## config.mk

```make
export PLATFORM = sky130hd
export DESIGN_NAME = genie_text_loader
export DESIGN_NICKNAME = d
export VERILOG_FILES = /design/src/rtl/genie_text_loader.sv
export SDC_FILE = /design/constraint.sdc
export NUM_CORES = 1
export LEC_CHECK = 0
export BUFFER_PORTS_ARGS = -buffer_cell sky130_fd_sc_hd__buf_2
export CAP_MARGIN = 20
export CORE_MARGIN = 2
export CORE_UTILIZATION = 60
export DETAILED_ROUTE_END_ITERATION = 7
export PLACE_DENSITY = 0.87
export SYNTH_ARGS = -nofsm -noshare
export SYNTH_HDL_FRONTEND = slang
export SYNTH_SLANG_ARGS = --single-unit
```

## constraint.sdc

```tcl
create_clock -name clk -period 6 [get_ports clk]
set_clock_uncertainty 0.15 [all_clocks]
set_input_delay 1.2 -clock clk [delete_from_list [all_inputs] [get_ports clk]]
set_output_delay 1.2 -clock clk [all_outputs]
set_load 0.01 [all_outputs]
```

## src/rtl/genie_text_loader.sv

```systemverilog
// Game Genie text loader: turns a stream of ASCII Game Genie codes into strobed 38-bit
// code-table words, and keeps saturating counts of accepted and rejected codes.
package genie_text_loader_pkg;

  typedef struct packed {
    logic        strobe;
    logic [3:0]  index;
    logic        enable;
    logic        cmp_en;
    logic [14:0] addr;
    logic [7:0]  compare;
    logic [7:0]  replace;
  } gg_code_t;

  localparam int unsigned CODE_W = $bits(gg_code_t);

endpackage

module genie_text_loader
  import genie_text_loader_pkg::*;
#(
  parameter int unsigned CNT_W = 6
) (
  input  logic              clk,
  input  logic              reset_n,
  input  logic              in_wr,
  input  logic [7:0]        in_data,
  input  logic              in_end,
  output logic [CODE_W-1:0] code,
  output logic [CNT_W-1:0]  codes_loaded,
  output logic [CNT_W-1:0]  bad_codes
);

  localparam int unsigned NIB_W   = 4;
  localparam int unsigned NIB_N   = 8;
  localparam int unsigned LEN_W   = 4;
  localparam int unsigned INDEX_W = 4;

  typedef enum logic [1:0] {
    S_IDLE,
    S_COLLECT,
    S_SKIP
  } state_t;

  state_t                      state, state_n;
  logic [LEN_W-1:0]            len, len_n;
  logic [NIB_N-1:0][NIB_W-1:0] nib, nib_n;
  gg_code_t                    code_q, code_n;
  logic                        emit, bad, eight;
  logic [NIB_W:0]              letter;
  logic                        is_letter, is_term;
  logic [NIB_W-1:0]            last;

  // Returns {valid, nibble} for a case-insensitive Game Genie letter.
  function automatic logic [NIB_W:0] letter_val(input logic [7:0] ch);
    case (ch)
      "A", "a": return {1'b1, 4'd0};
      "P", "p": return {1'b1, 4'd1};
      "Z", "z": return {1'b1, 4'd2};
      "L", "l": return {1'b1, 4'd3};
      "G", "g": return {1'b1, 4'd4};
      "I", "i": return {1'b1, 4'd5};
      "T", "t": return {1'b1, 4'd6};
      "Y", "y": return {1'b1, 4'd7};
      "E", "e": return {1'b1, 4'd8};
      "O", "o": return {1'b1, 4'd9};
      "X", "x": return {1'b1, 4'd10};
      "U", "u": return {1'b1, 4'd11};
      "K", "k": return {1'b1, 4'd12};
      "S", "s": return {1'b1, 4'd13};
      "V", "v": return {1'b1, 4'd14};
      "N", "n": return {1'b1, 4'd15};
      default:  return {1'b0, 4'd0};
    endcase
  endfunction

  assign letter    = letter_val(in_data);
  assign is_letter = letter[NIB_W];
  assign is_term   = (in_data == 8'h0A) || (in_data == 8'h0D) || (in_data == 8'h20) ||
                     (in_data == 8'h2B) || (in_data == 8'h2C);

  // Next state: the byte is applied first, then in_end acts on the resulting state.
  always_comb begin
    state_n = state;
    len_n   = len;
    nib_n   = nib;
    emit    = 1'b0;
    bad     = 1'b0;
    eight   = 1'b0;
    if (in_wr) begin
      case (state)
        S_IDLE: begin
          if (is_letter) begin
            nib_n[0] = letter[NIB_W-1:0];
            len_n    = LEN_W'(1);
            state_n  = S_COLLECT;
          end else if (!is_term) begin
            bad     = 1'b1;
            state_n = S_SKIP;
          end
        end
        S_COLLECT: begin
          if (is_letter && len != LEN_W'(NIB_N)) begin
            nib_n[len[2:0]] = letter[NIB_W-1:0];
            len_n           = len + LEN_W'(1);
          end else if (is_term) begin
            emit    = (len == LEN_W'(6)) || (len == LEN_W'(8));
            bad     = !emit;
            eight   = (len == LEN_W'(8));
            len_n   = '0;
            state_n = S_IDLE;
          end else begin
            bad     = 1'b1;
            len_n   = '0;
            state_n = S_SKIP;
          end
        end
        S_SKIP: begin
          if (is_term) state_n = S_IDLE;
        end
        default: state_n = S_IDLE;
      endcase
    end
    if (in_end) begin
      if (state_n == S_COLLECT) begin
        emit  = (len_n == LEN_W'(6)) || (len_n == LEN_W'(8));
        bad   = !emit;
        eight = (len_n == LEN_W'(8));
        len_n = '0;
      end
      state_n = S_IDLE;
    end
  end

  // Scrambled-nibble decode; address bit 15 is implied and not carried.
  always_comb begin
    last           = eight ? nib_n[7] : nib_n[5];
    code_n         = '0;
    code_n.strobe  = 1'b1;
    code_n.index   = INDEX_W'(codes_loaded);
    code_n.enable  = 1'b1;
    code_n.cmp_en  = eight;
    code_n.addr    = {nib_n[3][2:0], nib_n[4][3], nib_n[5][2:0], nib_n[1][3],
                      nib_n[2][2:0], nib_n[3][3], nib_n[4][2:0]};
    code_n.replace = {nib_n[0][3], nib_n[1][2:0], last[3], nib_n[0][2:0]};
    if (eight) code_n.compare = {nib_n[6][3], nib_n[7][2:0], nib_n[5][3], nib_n[6][2:0]};
  end

  always_ff @(posedge clk or negedge reset_n) begin
    if (!reset_n) begin
      state        <= S_IDLE;
      len          <= '0;
      nib          <= '0;
      code_q       <= '0;
      codes_loaded <= '0;
      bad_codes    <= '0;
    end else begin
      state <= state_n;
      len   <= len_n;
      nib   <= nib_n;
      if (emit) begin
        code_q <= code_n;
        if (codes_loaded != '1) codes_loaded <= codes_loaded + CNT_W'(1);
      end else begin
        code_q.strobe <= 1'b0;
      end
      if (bad && bad_codes != '1) bad_codes <= bad_codes + CNT_W'(1);
    end
  end

  assign code = code_q;

endmodule
```

---- Word-level counts from Yosys, hierarchy flattened ----
Memories as Yosys holds them, arrays and structs flattened.
Index checks and enable logic that the tools add are counted.
operators by class
  $add $sub $neg .......................... 3
  magnitude comparators ................... 2
  eq/ne operators ......................... 15
  multiplexer cells ....................... 46
  reductions and logical operators ........ 14
operators with widths
  operator               number
  $mux W32               2
  $bwmux W32             1
  $mux W4                8
  $mux W28               1
  $eq A8 B6 Y1 const B   3
  $mux W1                20
  $eq A8 B4 Y1 const B   2
  $pmux W4 S2            2
  $mux W2                7
  $add A6 B1 Y6 const B  2
  $demux W4 S3           1
  $ne A6 B6 Y1 const B   2
  $eq A4 B3 Y1 const B   2
  $eq A4 B4 Y1 const B   2
  $mux W8                1
  $logic_or A1 B1 Y1     6
  $pmux W2 S3            1
  $mux W5                1
  $add A4 B1 Y4 const B  1
  $eq A2 B1 Y1 const B   2
  $lt A3 B4 Y1 const B   1
  $ne A4 B4 Y1 const B   1
  $ge A3 B1 Y1 const B   1
  $logic_and A1 B1 Y1    3
  other kinds (6)        7
word-level totals
  register bits after elaboration ......... 88
  ROM bits ................................ 640
  input bits .............................. 12
  output and inout bits ................... 50
  word-level logic and storage cells ...... 101
  memories kept ........................... 1
memory list
  name              depth  bits a word  rd ports  clocked after Yosys merged registers in  wr ports  RTL line  RTL
  (name not given)  128    5            1         0                                        0         56        case (ch)

---- Depth between registers and ports, before layout ----
  depth in word-level cells ............... 13
  depth in mapped cells ................... 14
  gate-level depth less buffers ........... 11

---- Worst setup path after synthesis ----
No wires, ideal clock.
  path kind ............................... input -> register
  start point ............................. input in_data[0]
  end point ............................... register codes_loaded[3]
  library setup time ...................... 0.125 ns
  arrival ................................. 3.643 ns
  required time ........................... 5.725 ns
  path slack .............................. 2.082 ns
  stages .................................. 10
  path buffers ............................ 0
  cells stage by stage .................... ha_1 o211a_1 a311o_1 a211o_1 o211a_1 or3_1 mux2i_1 a32oi_2 nor3b_1 mux2_2
on the way
  word-level cells in the longest chain between the ends .. 13
  elaborated cells on any way between the ends .. 34
  classes of those cells .................. 8 x eq/ne; 18 x mux; 7 x reduce/logical; 1 x memory
RTL lines
  what                                                      RTL line  RTL
  from (decl)                                               27        input logic [7:0] in_data,
  branches (longest 11 deep; another with $mem_v2 Z128 W5)  --
  $mux W1 *                                                 124       if (in_end) begin
  $reduce_and A2 Y1 (no source line) *                      --
  to (signal assigned)                                      163       if (codes_loaded != '1) codes_loaded <= codes_loaded + CNT_W'(1);
  to (decl)                                                 30        output logic [CNT_W-1:0] codes_loaded,
Mark *: on every way between the ends.
A chain may end at the register's enable or synchronous reset.

---- Worst setup path after layout ----
  start point ............................. input in_data[0]
  end point ............................... register code_q (netlist bit code[18])
on the way
  word-level cells in the longest chain between the ends .. 12
  elaborated cells on any way between the ends .. 37
  classes of those cells .................. 8 x eq/ne; 22 x mux; 6 x reduce/logical; 1 x memory
RTL lines
  what                                                      RTL line  RTL
  branches (longest 12 deep; another with $mem_v2 Z128 W5)  --
  to (signal assigned)                                      162       code_q <= code_n;
  to (decl)                                                 48        gg_code_t code_q, code_n;
Several ways; the timed one is not identified.

==> impl_metrics.yaml <==
status:
  outcome: "complete, no violations"
placed_design:
  routabilityCongestion: 0.8825
  preCtsSetupSlack_ps: 1103
  dp.cells: 476
  hpwl_mm: 5.804
  portBuffers: 61
routing:
  routed_via_density: 5.951
  drt_first_pass_iters: 5
  drc: 0
  routedWlPerCell_um: 17.39
  vias: 2934
  drtAntennaViolNets: 0
  drtIter0Drc: 260
  wl_mm: 8.574
yosys:
  ys_ff_latch: 87
  synthCells: 351
  synth_edf_count: 0
  avgSynthCellArea_sq_um: 11.93
  yosysTopAreaCellShare: 0.5199
  yosysTopAreaCell: "dfrtp_1"
  ys_warn_count: 0
  synth_nets: 374
  synth_ff_type: "dfrtp_1"
  netlist_top_cells_area: "dfrtp_1 52%, mux2_2 13%, mux2_1 3.5%, ha_1 3.3%, nand2b_1 2.1%"
  async_flop_share: 1.000
  synth_area_sq_um: 4188
  seq_area_frac_synth: 0.5199
  synth_cell_type_count: 50
sta:
  rsz0062_at_grt: "no"
  hold_viol_final: 0
  fin_setup_tns_ps: 0
  layout_min_cycle_time_ps: 4568
  slew_headroom: 0.2961
  tightest_slew_ps: 1049
  fin_ws_ps: 1432
  fmax_mhz: 218.9
  setup_viol: 0
  hold_ws_ps: 316.1
  fin_crit_sh: 0.7613
  slew_violations: 0
worst_setup_path:
  slowest_stage: "a32oi_4"
  arrival_ps: 4660
  critPathMaxStageDelay_ps: 870
  critPathKind: "in -> reg"
  crit_chain: "buf_2 -> ha_1 -> o211a_1 -> a311o_1 -> nor2_1 -> and4b_1 -> or3_1 -> mux2i_1 -> a32oi_4 -> buf_4 -> mux2_2"
  start_kind: "input pin"
  critPathMaxFanout: 31
  crit_path_end_kind: "flop"
  required_ps: 6090
die:
  start_util: 0.6198
  coreArea_sq_um: 6756
  placementRows: 30
  fp.dieW_um: 87.55
  die_h_um: 87.55
  die-area_sq_um: 7664
  io_pins: 62
clock_network:
  max-clock-path-buffers: 2
  cts.repair.resized: 0
  postCtsHoldBufs: 0
  ctsHtreeMaxLevel: 3
  clkSlewWorstSetupHoldPaths_ps: 90
  cts_setup_buffers: 0
  cts_made_buffers: 9
  clock-sinks: 87
  clock_latency_ps: 340
  cts_tree: "done"
  cts_root_buffer: "clkbuf_8"
power_and_ir_drop:
  p_leak_nw: 2.464
  powerDensity_nw_per_um2: 282.9
  ir_drop_uv: 212.5
  total_power_mw: 1.347
final_layout:
  nNetsFinal: 431
  syn2layout_area_growth_pct: 13.68
  final_common_cell: "dfrtp_1"
  antennaDiodeCount: 0
  fin_cells: 493
  layout_common_cells: "87 x dfrtp_1, 60 x buf_2, 50 x mux2_2, 21 x nand2_1, 21 x nor2_1"
  drive_gt1_frac: 0.3317
grt:
  grt_overflow: 0
  grt_pass1_wl_mm: 13.96
  grt_pass1_vias: 2941
  grt_antenna_before_repair: 0
  grt_max_degree: 88
  grtUsageTotal: 0.2361
job:
  drv_cap: 0
min_path:
  hp-class: "reg -> reg"
cells by family (layout without fill, tap and decap cells):
| group | Yosys count | after routing | synth area share |
|---|---|---|---|
| adders and majority gates | 11 | 11 | 0.03286 |
| and+or+nand+nor | 103 | 103 | 0.1303 |
| muxes | 69 | 69 | 0.1867 |
| buffers and inverters | 25 | 87 | 0.03048 |
| AOI/OAI and AO/OA | 51 | 51 | 0.08934 |
| DFF | 87 | 87 | 0.5199 |
| xor gates and xnor gates | 5 | 5 | 0.01046 |
stage by stage:
step                area, sq um  utilization
floorplan                  4188            -
global placement           4517       0.6685
detailed placement         4517       0.6685
CTS                        4733       0.7006
global route               4761       0.7046
finish                     4761       0.7046
flip-flops by register name, summed over array words and instances (netlist names):
signal        cells
nib              31
state             2
code             38
bad_codes         6
codes_loaded      6
len               4
cell type report:
class | count | area (sq um)
Sequential cell | 87 | 2177
Fill cell | 470 | 1996
Multi-Input combinational cell | 239 | 1894
Timing Repair Buffer | 63 | 342.8
Clock buffer | 12 | 165.2
Tap cell | 80 | 100.1
Clock inverter | 4 | 51.30
Inverter | 8 | 30.03
Yosys cell counts (2+ instances only):
| master | instances |
|---|---|
| dfrtp_1 | 87 |
| mux2_2 | 50 |
| nand2_1 | 21 |
| nor2_1 | 21 |
| nand2b_1 | 14 |
| a21oi_1 | 13 |
| mux2_1 | 13 |
| nand3_1 | 13 |
| ha_1 | 11 |
| inv_1 | 8 |
| a22o_1 | 7 |
| buf_2 | 6 |
| nand3b_1 | 6 |
| nor2b_1 | 6 |
| o21ai_0 | 6 |
| buf_4 | 5 |
| clkbuf_1 | 5 |
| mux2i_1 | 5 |
| xnor2_1 | 5 |
| a211o_1 | 4 |
| and3_1 | 3 |
| nand4_1 | 3 |
| nor3b_1 | 3 |
| or2_2 | 3 |
| a31oi_1 | 2 |
| and4b_1 | 2 |
| nor3_1 | 2 |
| o211a_1 | 2 |
| o21ai_1 | 2 |
| o22ai_1 | 2 |
| or3_1 | 2 |
final timing paths:
| check | from | to | slack (ps) | depth (start not counted) |
|---|---|---|---|---|
| setup / recovery | in_data[0] | code[18] | 1430 | 11 |
| hold / removal | code[32] | code[32] | 320 | 1 |
| setup reg to reg | len[0] | code[18] | 2120 | 9 |
| hold reg to reg | code[32] | code[32] | 320 | 1 |
| max in group asynchronous | reset_n | code[14] | 4500 | 2 |
| min in group asynchronous | reset_n | nib[22] | 600 | 1 |
power breakdown:
part	switching, mW	leakage, nW	internal, mW
logic	0.132	1.17	0.103
registers	0.0514	1.19	0.632
clock network	0.201	0.109	0.227
critical path, delay by kind of cell:
kind,cells,cell delay [ps]
AO/OA/AOI/OAI,3,1410
adder cells (fa/ha/maj),1,240
buffers and inverters,2,530
multiplexers,2,490
AND/OR/NAND/NOR,3,770
per-layer routing:
layer | track usage | wire (um) | vias up
met1 | 0.3166 | 3645 | 1438
met3 | 0.05184 | 445 | 23
met2 | 0.3843 | 4338 | 106
li1 | - | - | 1367
met4 | 0.08252 | 145 | 0
met5 | 0 | 0 | -
No activity file was read; power rests on OpenSTA's default activity.
